## src/rtl/serial_alu_ctrl.sv

```systemverilog
// Bit-serial sequencer for the 1-bit ALU slice: latches operands, streams bit pairs LSB first,
// recirculates the slice carry, and collects result bits into a shift register.
module serial_alu_ctrl #(
  parameter int WIDTH = 8
) (
  input  logic             clk,
  input  logic             rst_n,
  input  logic             start,
  input  logic [1:0]       op,
  input  logic [WIDTH-1:0] a,
  input  logic [WIDTH-1:0] b,
  output logic             busy,
  output logic             done,
  output logic [WIDTH-1:0] result,
  output logic             cout,
  output logic             ovf,
  output logic             slice_a,
  output logic             slice_b,
  output logic             slice_cin,
  output logic [1:0]       slice_op,
  input  logic             slice_result,
  input  logic             slice_cout
);

  localparam int CW = (WIDTH > 2) ? $clog2(WIDTH) : 1;

  typedef enum logic [1:0] {
    IDLE = 2'd0,
    RUN  = 2'd1,
    DONE = 2'd2
  } state_t;

  state_t           state, state_nxt;
  logic [CW-1:0]    cnt;
  logic [1:0]       op_q;
  logic [WIDTH-1:0] a_sh, b_sh, res_sh;
  logic             carry;
  logic             last_bit;
  logic             accept;
  logic [WIDTH-1:0] res_next;

  assign accept   = (state == IDLE) && start;
  assign last_bit = (cnt == CW'(WIDTH - 1));
  assign res_next = {slice_result, res_sh[WIDTH-1:1]};

  // NOTE: state and datapath registers use non-blocking assignments so every flop samples
  // pre-edge values; blocking assignments here would create order-dependent simulation.
  always_ff @(posedge clk or negedge rst_n) begin
    if (!rst_n) state <= IDLE;
    else        state <= state_nxt;
  end

  // NOTE: next_state gets a default before the case so no path leaves it unassigned,
  // which would otherwise infer a latch.
  always_comb begin
    state_nxt = state;
    unique case (state)
      IDLE:    if (start)    state_nxt = RUN;
      RUN:     if (last_bit) state_nxt = DONE;
      DONE:                  state_nxt = IDLE;
      default:               state_nxt = IDLE;
    endcase
  end

  // NOTE: every datapath register, including the shift registers, is cleared by reset so
  // an aborted operation leaves no stale operand, carry or result behind.
  always_ff @(posedge clk or negedge rst_n) begin
    if (!rst_n) begin
      cnt    <= '0;
      op_q   <= '0;
      a_sh   <= '0;
      b_sh   <= '0;
      res_sh <= '0;
      carry  <= 1'b0;
      result <= '0;
      cout   <= 1'b0;
      ovf    <= 1'b0;
    end else if (accept) begin
      a_sh   <= a;
      b_sh   <= b;
      op_q   <= op;
      res_sh <= '0;
      cnt    <= '0;
      // SUB forms A + ~B + 1: the slice inverts B, the +1 enters as the initial carry.
      carry  <= (op == 2'b11);
    end else if (state == RUN) begin
      res_sh <= res_next;
      a_sh   <= a_sh >> 1;
      b_sh   <= b_sh >> 1;
      carry  <= slice_cout;
      cnt    <= cnt + 1'b1;
      if (last_bit) begin
        result <= res_next;
        // At the MSB, carry is the carry into it; XOR with carry out gives signed overflow.
        cout   <= op_q[1] & slice_cout;
        ovf    <= op_q[1] & (carry ^ slice_cout);
      end
    end
  end

  assign busy      = (state == RUN);
  assign done      = (state == DONE);
  assign slice_a   = busy & a_sh[0];
  assign slice_b   = busy & b_sh[0];
  assign slice_cin = busy & carry;
  assign slice_op  = op_q;

endmodule

```

## config.mk

```make
export PLATFORM = sky130hd
export DESIGN_NAME = serial_alu_ctrl
export DESIGN_NICKNAME = d
export VERILOG_FILES = /design/src/rtl/serial_alu_ctrl.sv
export SDC_FILE = /design/constraint.sdc
export NUM_CORES = 1
export LEC_CHECK = 0
export CAP_MARGIN = 20
export CORE_ASPECT_RATIO = 0.5
export CORE_UTILIZATION = 34
export CTS_CLUSTER_DIAMETER = 80
export DETAILED_ROUTE_END_ITERATION = 6
export GPL_ROUTABILITY_DRIVEN = 0
export PLACE_DENSITY_LB_ADDON = 0.08
export RECOVER_POWER = 25
export SYNTH_ARGS = -nofsm -noshare
export SYNTH_HDL_FRONTEND = slang
export SYNTH_SLANG_ARGS = --single-unit
```

## constraint.sdc

```tcl
create_clock -name clk -period 1.7 [get_ports clk]
set_input_delay 0.17 -clock clk [delete_from_list [all_inputs] [get_ports clk]]
set_output_delay 0.17 -clock clk [all_outputs]
set_load 0.02 [all_outputs]
```

==> summary.txt, run 1 <==
Die
  – Initial Utilization: 0.3556
  – Die area: 5491 um^2
  – Std cell rows: 18
  – Core area: 4955 um^2
  – Chip height: between 50 and 60 um
  – Die X: 103.8 um
  – I/O pin total: 40

Clocking
  – CTS clk-pin slew, worst paths: 0.08 ns
  – CTS Sinks: 41
  – H-tree Lvls: 2
  – Worst skew pair latency: around 0.28 ns
  – TritonCTS Buffers: 5
  – CTS tree: done
  – Setup Fix Bufs, Post-CTS: 0
  – CTS Root Cell: clkbuf_8
  – Clock buffer depth: 2

Worst setup path
  – Worst Setup EP: slice_a
  – Worst setup SP type: flop
  – Top cell family by delay on the critical path: buffers and inverters
  – Slowest-stage cell, CP: dfrtp_1
  – Worst setup path start: state[1]$_DFFE_PN0P_
  – Crit path max fanout: 11
  – Worst reg2reg path depth: 5
  – Critical path depth: 4
  – CP peak stage delay: 0.40 ns
  – WP buf/inv: 2
  – Worst reg2reg endpoint: result[5]$_DFFE_PN0P_
  – Crit path kind: flop to output port
  – Reg2reg start: cnt[0]$_DFFE_PN0P_
  – Critical Path, Cell by Cell: nor2b_2 > buf_12 > and2_1 > dlygate4sd2_1
  – WP data required: around 1.5 ns
  – CP arrival: ~1.5 ns
  – Register-to-register setup slack: 0.19 ns
  – Worst setup EP type: output port

GRT
  – First-pass GRT wire length: 6403 um
  – Largest net degree at the start of global routing: 42
  – Total grt overflow: 0
  – Grt met2 use: 0.2222
  – GRT Util Overall: 0.1518
  – Number of global-route vias before repair: 1269
  – GRT Max-Usage Layer: met2
  – GR Layer Usage met1: 0.2179
  – Initial antenna violation count: 0
  – Met3 Resource Use GR: 0.05049

Run status
  – Status: completed

Place
  – Post-Place Setup Slack: 0.06761 ns
  – DP Wirelength: 2354 um
  – # port buffers: 39
  – Placement Cell Area: 2265 um^2

Detailed routing
  – Overall routed net length: 3697 um
  – WL per Instance: between 10 and 15 um
  – First-pass DRT Iterations: 4
  – Antenna viol nets, final: 0
  – Starting DRT DRC Count: 40
  – Detailed-route DRC error count: 0
  – Vias: 1283
  – Vias/cell: 4.935

Power and ir drop
  – Peak VDD IR: just under 0.7 mV
  – PwrDens: roughly 1600 nW/um^2
  – Lkg Pwr: 1.029 nW
  – Final Power: 3.787 mW

Yosys
  – Top cell type's share of synthesized area: 0.5824
  – #FFs+latches synth: 41
  – Synth Area in Adders: 0.01420
  – Syn nets: 170
  – Syn Inst Count: roughly 150
  – Synth warn: 0
  – Synth Flop Type: dfrtp_1
  – Synth top area cells: dfrtp_1 58%, a22oi_1 13%, mux2_1 6.4%
  – Asr flop ratio synth: 1.000
  – Post-Synth XOR/XNOR Area: 0.004972
  – Post-synth EDFFs: 0
  – Cell variety after synth: 20
  – Synth Area in Compound Gates: 0.2429
  – Post-synthesis mux area share: 0.07031
  – Post-Syn Area: 1762 um^2
  – Syn avg cell area: around 12 um^2
  – Register area share after synthesis: 0.5824
  – Synth area leader: dfrtp_1
  – Post-Synth Simple-Gate Area: 0.04403
  – Largest family of logic cells by synthesized area: compound AO/OA/AOI/OAI gates

Finish
  – Most frequent cells in the layout: 41 x dfrtp_1, 33 x clkdlybuf4s50_1, 31 x a22oi_1
  – Layout cells sized above 1: 0.1211
  – Post-Layout Inst Area: 2357 um^2
  – Final nets: 214
  – Area Growth Syn to Fin: 33.81%
  – ANT cells: 0
  – Finished Core Util: 0.4758
  – Commonest non-fill, non-tap cell in the layout: dfrtp_1

Timing
  – Slew margin rel.: 0.3060
  – Final setup fails: 0
  – Post-layout minimum cycle time: 1.617 ns
  – Fin crit share: 0.9510
  – Post-route setup slack: 0.08329 ns
  – Setup_tns: 0 ns
  – Slew @ Worst Pin: 1.041 ns
  – Fmax: 618.5 MHz
  – Slew Viols, Final: 0
  – Final Hold Fails: 0
  – Clock Skew: 0.004768 ns
  – RSZ-0062 raised after global routing: no

Flow run
  – Max-cap violation count: 0

Hold path
  – Min-delay worst type: flop to flop
-- power by group --
group / internal [mW] / switching (mW) / leakage, nW
Combinational: 0.812 / 0.775 / 0.458
Clock: 0.285 / 0.323 / 0.0450
Sequential: 1.35 / 0.243 / 0.526
-- logic make-up (layout without fill, tap and decap cells) --
kind of cell | count (synthesis) | after routing
AO/OA/AOI/OAI | 62 | 62
XOR/XNOR | 1 | 1
adder cells (fa/ha/maj) | 2 | 2
flip-flops | 41 | 41
buffers and inverters | 14 | 59
AND/OR/NAND/NOR | 14 | 14
multiplexers | 11 | 11
-- routing by layer --
| layer | vias to the layer above | part of all wire |
|---|---|---|
| li1 | 630 | - |
| met1 | 626 | 0.53 |
| met2 | 25 | 0.42 |
| met3 | 2 | 0.049 |
| met4 | 0 | 0.0011 |
| met5 | - | 0 |
-- how the worst min path moves through the flow --
stage                                      from                     to  slack [ns]  cells past startpoint
final                           ovf$_DFFE_PN0P_        ovf$_DFFE_PN0P_        0.49                      2
after global routing      result[7]$_DFFE_PN0P_  result[7]$_DFFE_PN0P_        0.51                      1
after CTS                                 rst_n    a_sh[0]$_DFFE_PN0P_        0.49                      3
after detailed placement                  rst_n    b_sh[2]$_DFFE_PN0P_        0.28                      2
after global placement                    rst_n    b_sh[1]$_DFFE_PN0P_        0.27                      2
after floorplan                           rst_n    a_sh[0]$_DFFE_PN0P_       -0.13                      0
-- registers in the layout (all words and copies together), names as in the netlist --
| name | count |
|---|---|
| a_sh | 8 |
| b_sh | 8 |
| result | 8 |
| res_sh | 7 |
| cnt | 3 |
| slice_op | 2 |
| state | 2 |
| carry | 1 |
| cout | 1 |
| ovf | 1 |
-- area by class of cell --
class / count / area (um^2)
flip-flops and latches: 41 / 1026
fillers: 484 / 2597
well taps: 70 / 87.58
multi-input cells: 90 / 669.4
clock inverters: 2 / 10.01
repair buffers: 49 / 484.2
inverters: 2 / 7.507
clock buffers: 6 / 72.57
-- Yosys cell counts (2+ instances only) --
master / instances
a22o_1: 9
and2_1: 3
buf_4: 3
clkbuf_1: 2
dfrtp_1: 41
nor2b_1: 3
inv_2: 2
o21ai_1: 19
buf_2: 7
nand2_1: 6
a22oi_1: 31
mux2_1: 10
ha_1: 2
-- worst register-to-register path: cells and delay by family, from the launching register on --
kind / cells / cell delay [ns]
flops: 1 / 0.39
fa+ha+maj: 2 / 0.39
mux: 1 / 0.32
buf+inv: 1 / 0.15
simple gates: 1 / 0.13
-- stage by stage --
step                hold slack [ns]  instances
floorplan                   -0.1256        145
global placement             0.2746        251
detailed placement           0.2767        251
CTS                          0.4921        260
global route                 0.5110        260
finish                       0.4887        260
-- what timing repair did --
item,4_1_cts,5_1_grt
hold endpoints to repair,41,0
gates resized for setup,6,2
hold buffers,1,0
setup endpoints to repair,5,11
No activity file was read; power rests on OpenSTA's default activity.
==> run 2: changes to the inputs <==
CORE_UTILIZATION = 49   (was 34)
==> run 2 against run 1 <==
Via count increased by 3.6%. Die area shrank 30%. Sequential cell count did not move. Wire length fell by 3.4%. Core utilization rose by 26 points. Fmax up 3.4%. Clock power is 35% higher. Cell count shrank 7.7%. Register-to-register slack got worse by 0.03 ns. Largest power group unchanged.
==> summary.txt, run 2 (synthesized netlist as in run 1, its figures left out) <==
Power and ir drop
  – PwrDens: 1681 nW/um^2 (+4.6%)
  – Sw Ratio: 0.3426 (-0.01150)
  – Net Sw Power: 1.363 mW (+1.6%)
  – Seq pwr share: 0.401 (-0.020)
  – Part of the power in combinational logic: 0.392 (-0.027)
  – Peak VDD IR: 1.056 mV (+57%)
  – Internal power: 2.616 mW (+6.9%)
  – Clock network power share: 0.206 (+0.046)
  – Lkg Pwr: 1.040 nW (+1.0%)

Timing
  – Final Hold Fails: 0 (unchanged)
  – Clock Skew: 0.003827 ns (-0.0009414 ns)
  – Slew @ Worst Pin: 1.167 ns (+0.1258 ns)
  – Hold Slack: 0.4922 ns (+0.003498 ns)
  – Slew Viols, Final: 0 (unchanged)
  – Slew margin rel.: 0.2221 (-0.08386)
  – Fmax: 639.5 MHz (+3.4%)
  – Final setup fails: 0 (unchanged)
  – Post-route setup slack: 0.1362 ns (+0.05288 ns)
  – RSZ-0062 raised after global routing: no
  – Fin crit share: 0.9199 (-0.03111)
  – Setup_tns: 0 ns (unchanged)
  – Post-layout minimum cycle time: 1.564 ns (-0.05288 ns)

Worst setup path
  – Critical path depth: 3 (-1)
  – Worst reg2reg path depth: 5 (unchanged)
  – WP buf/inv: 2 (unchanged)
  – WP data required: 1.53 ns (about the same)
  – Top cell family by delay on the critical path: buffers and inverters
  – Slowest-stage cell, CP: dfrtp_1
  – CP peak stage delay: 0.37 ns (-0.03 ns)
  – Worst setup SP type: flop
  – Critical Path, Cell by Cell: buf_4 > nor2b_1 > dlygate4sd2_1
  – Worst setup EP type: output port
  – Register-to-register setup slack: 0.16 ns (-0.03 ns)
  – Crit path kind: flop to output port
  – Crit path max fanout: 22 (+11)
  – CP arrival: 1.39 ns (-0.06 ns)

Detailed routing
  – Antenna viol nets, final: 0 (unchanged)
  – Overall routed net length: 3572 um (-3.4%)
  – Detailed-route DRC error count: 0 (unchanged)
  – Starting DRT DRC Count: 71 (+78%)
  – WL per Instance: 14.88 um (+4.7%)
  – First-pass DRT Iterations: 4 (unchanged)
  – Vias/cell: 5.538 (+12%)
  – Vias: 1329 (+3.6%)

Flow run
  – Max-cap violation count: 0 (unchanged)

Finish
  – ANT cells: 0 (unchanged)
  – Area Growth Syn to Fin: 34.37%
  – Commonest non-fill, non-tap cell in the layout: dfrtp_1
  – Layout cells sized above 1: 0.1354 (+0.01436)
  – Top flop regs: a_sh (8), b_sh (8), result (8)
  – Post-Layout Inst Area: 2367 um^2 (+0.42%)
  – Final nets: 216 (+0.93%)
  – Most frequent cells in the layout: 41 x dfrtp_1, 33 x clkdlybuf4s50_1, 31 x a22oi_1

Hold path
  – Hold Path Stages: 1 (-1)
  – Min-delay worst type: flop to flop

GRT
  – GRT Util Overall: 0.2237 (+0.07191)
  – Initial antenna violation count: 0 (unchanged)
  – First-pass GRT wire length: 6258 um (-2.3%)
  – Number of global-route vias before repair: 1291 (+1.7%)
  – Largest net degree at the start of global routing: 23 (-45%)
  – Total grt overflow: 0 (unchanged)

Die
  – Chip height: 44.40 um (-16%)
  – I/O pin total: 40 (unchanged)
  – Core area: 3206 um^2 (-35%)
  – Die X: 86.80 um (-16%)
  – Std cell rows: 14 (-4)
  – Die area: 3854 um^2 (-30%)
  – Initial Utilization: 0.5496 (+0.1940)

Place
  – # port buffers: 39 (unchanged)
  – Post-Place Setup Slack: 0.08645 ns (+0.01884 ns)
  – DP Wirelength: 2419 um (+2.8%)
  – Placement Cell Area: 2252 um^2 (-0.55%)

Clocking
  – CTS tree: done
  – TritonCTS Buffers: 5 (unchanged)
  – Worst skew pair latency: 0.30 ns (+0.02 ns)
  – H-tree Lvls: 2 (unchanged)
  – CTS Sinks: 41 (unchanged)
  – Clock buffer depth: 2 (unchanged)
  – CTS Root Cell: clkbuf_8
  – CTS clk-pin slew, worst paths: 0.08 ns (about the same)
  – Setup Fix Bufs, Post-CTS: 0 (unchanged)

Run status
  – Status: completed
run 2: final cells by class:
| class | instances | area, um^2 |
|---|---|---|
| clock buffer | 6 | 82.58 |
| clock inverter | 2 | 37.54 |
| fill | 242 | 838.3 |
| inverter | 2 | 7.507 |
| multi-input combinational | 90 | 665.6 |
| sequential | 41 | 1026 |
| tap | 48 | 60.06 |
| timing repair buffer | 51 | 488.0 |
run 2: worst paths after layout:
| kind | from | end |
|---|---|---|
| worst max-delay path | state[1]$_DFFE_PN0P_ | done |
| worst min-delay path | result[6]$_DFFE_PN0P_ | result[6]$_DFFE_PN0P_ |
| worst max register to register | cnt[0]$_DFFE_PN0P_ | result[0]$_DFFE_PN0P_ |
| worst min register to register | result[6]$_DFFE_PN0P_ | result[6]$_DFFE_PN0P_ |
| max in group asynchronous | rst_n | b_sh[7]$_DFFE_PN0P_ |
| min in group asynchronous | rst_n | b_sh[1]$_DFFE_PN0P_ |
run 2: metal layers:
metal	up-vias	GRT usage	wire length (um)	part of all wire
met2	30	0.3480	1663	0.47
li1	640	-	-	-
met5	-	0	0	0
met4	0	0.06000	25	0.0070
met1	655	0.2956	1711	0.48
met3	4	0.09142	172	0.048
run 2: power by group through the flow:
stage / logic, mW / registers, mW / clock network, mW
6_report: 1.56 / 1.60 / 0.821
5_1_grt: 1.73 / 1.65 / 0.878
4_1_cts: 1.58 / 1.60 / 0.840
3_5_place_dp: 1.61 / 1.61 / 0
3_3_place_gp: 1.57 / 1.60 / 0
2_1_floorplan: 0.831 / 1.72 / 0
run 2: through the flow:
stage	cells	utilization	power [mW]
floorplan	145	-	2.552
global placement	231	0.7026	3.164
detailed placement	231	0.7026	3.220
CTS	240	0.7412	4.021
global route	240	0.7385	4.259
finish	240	0.7385	3.979
run 2: what timing repair did:
item,4_1_cts,5_1_grt
hold endpoints to repair,19,0
hold buffers,1,0
endpoints found under the setup margin,5,2
pin swaps,0,0
resized for setup,5,4
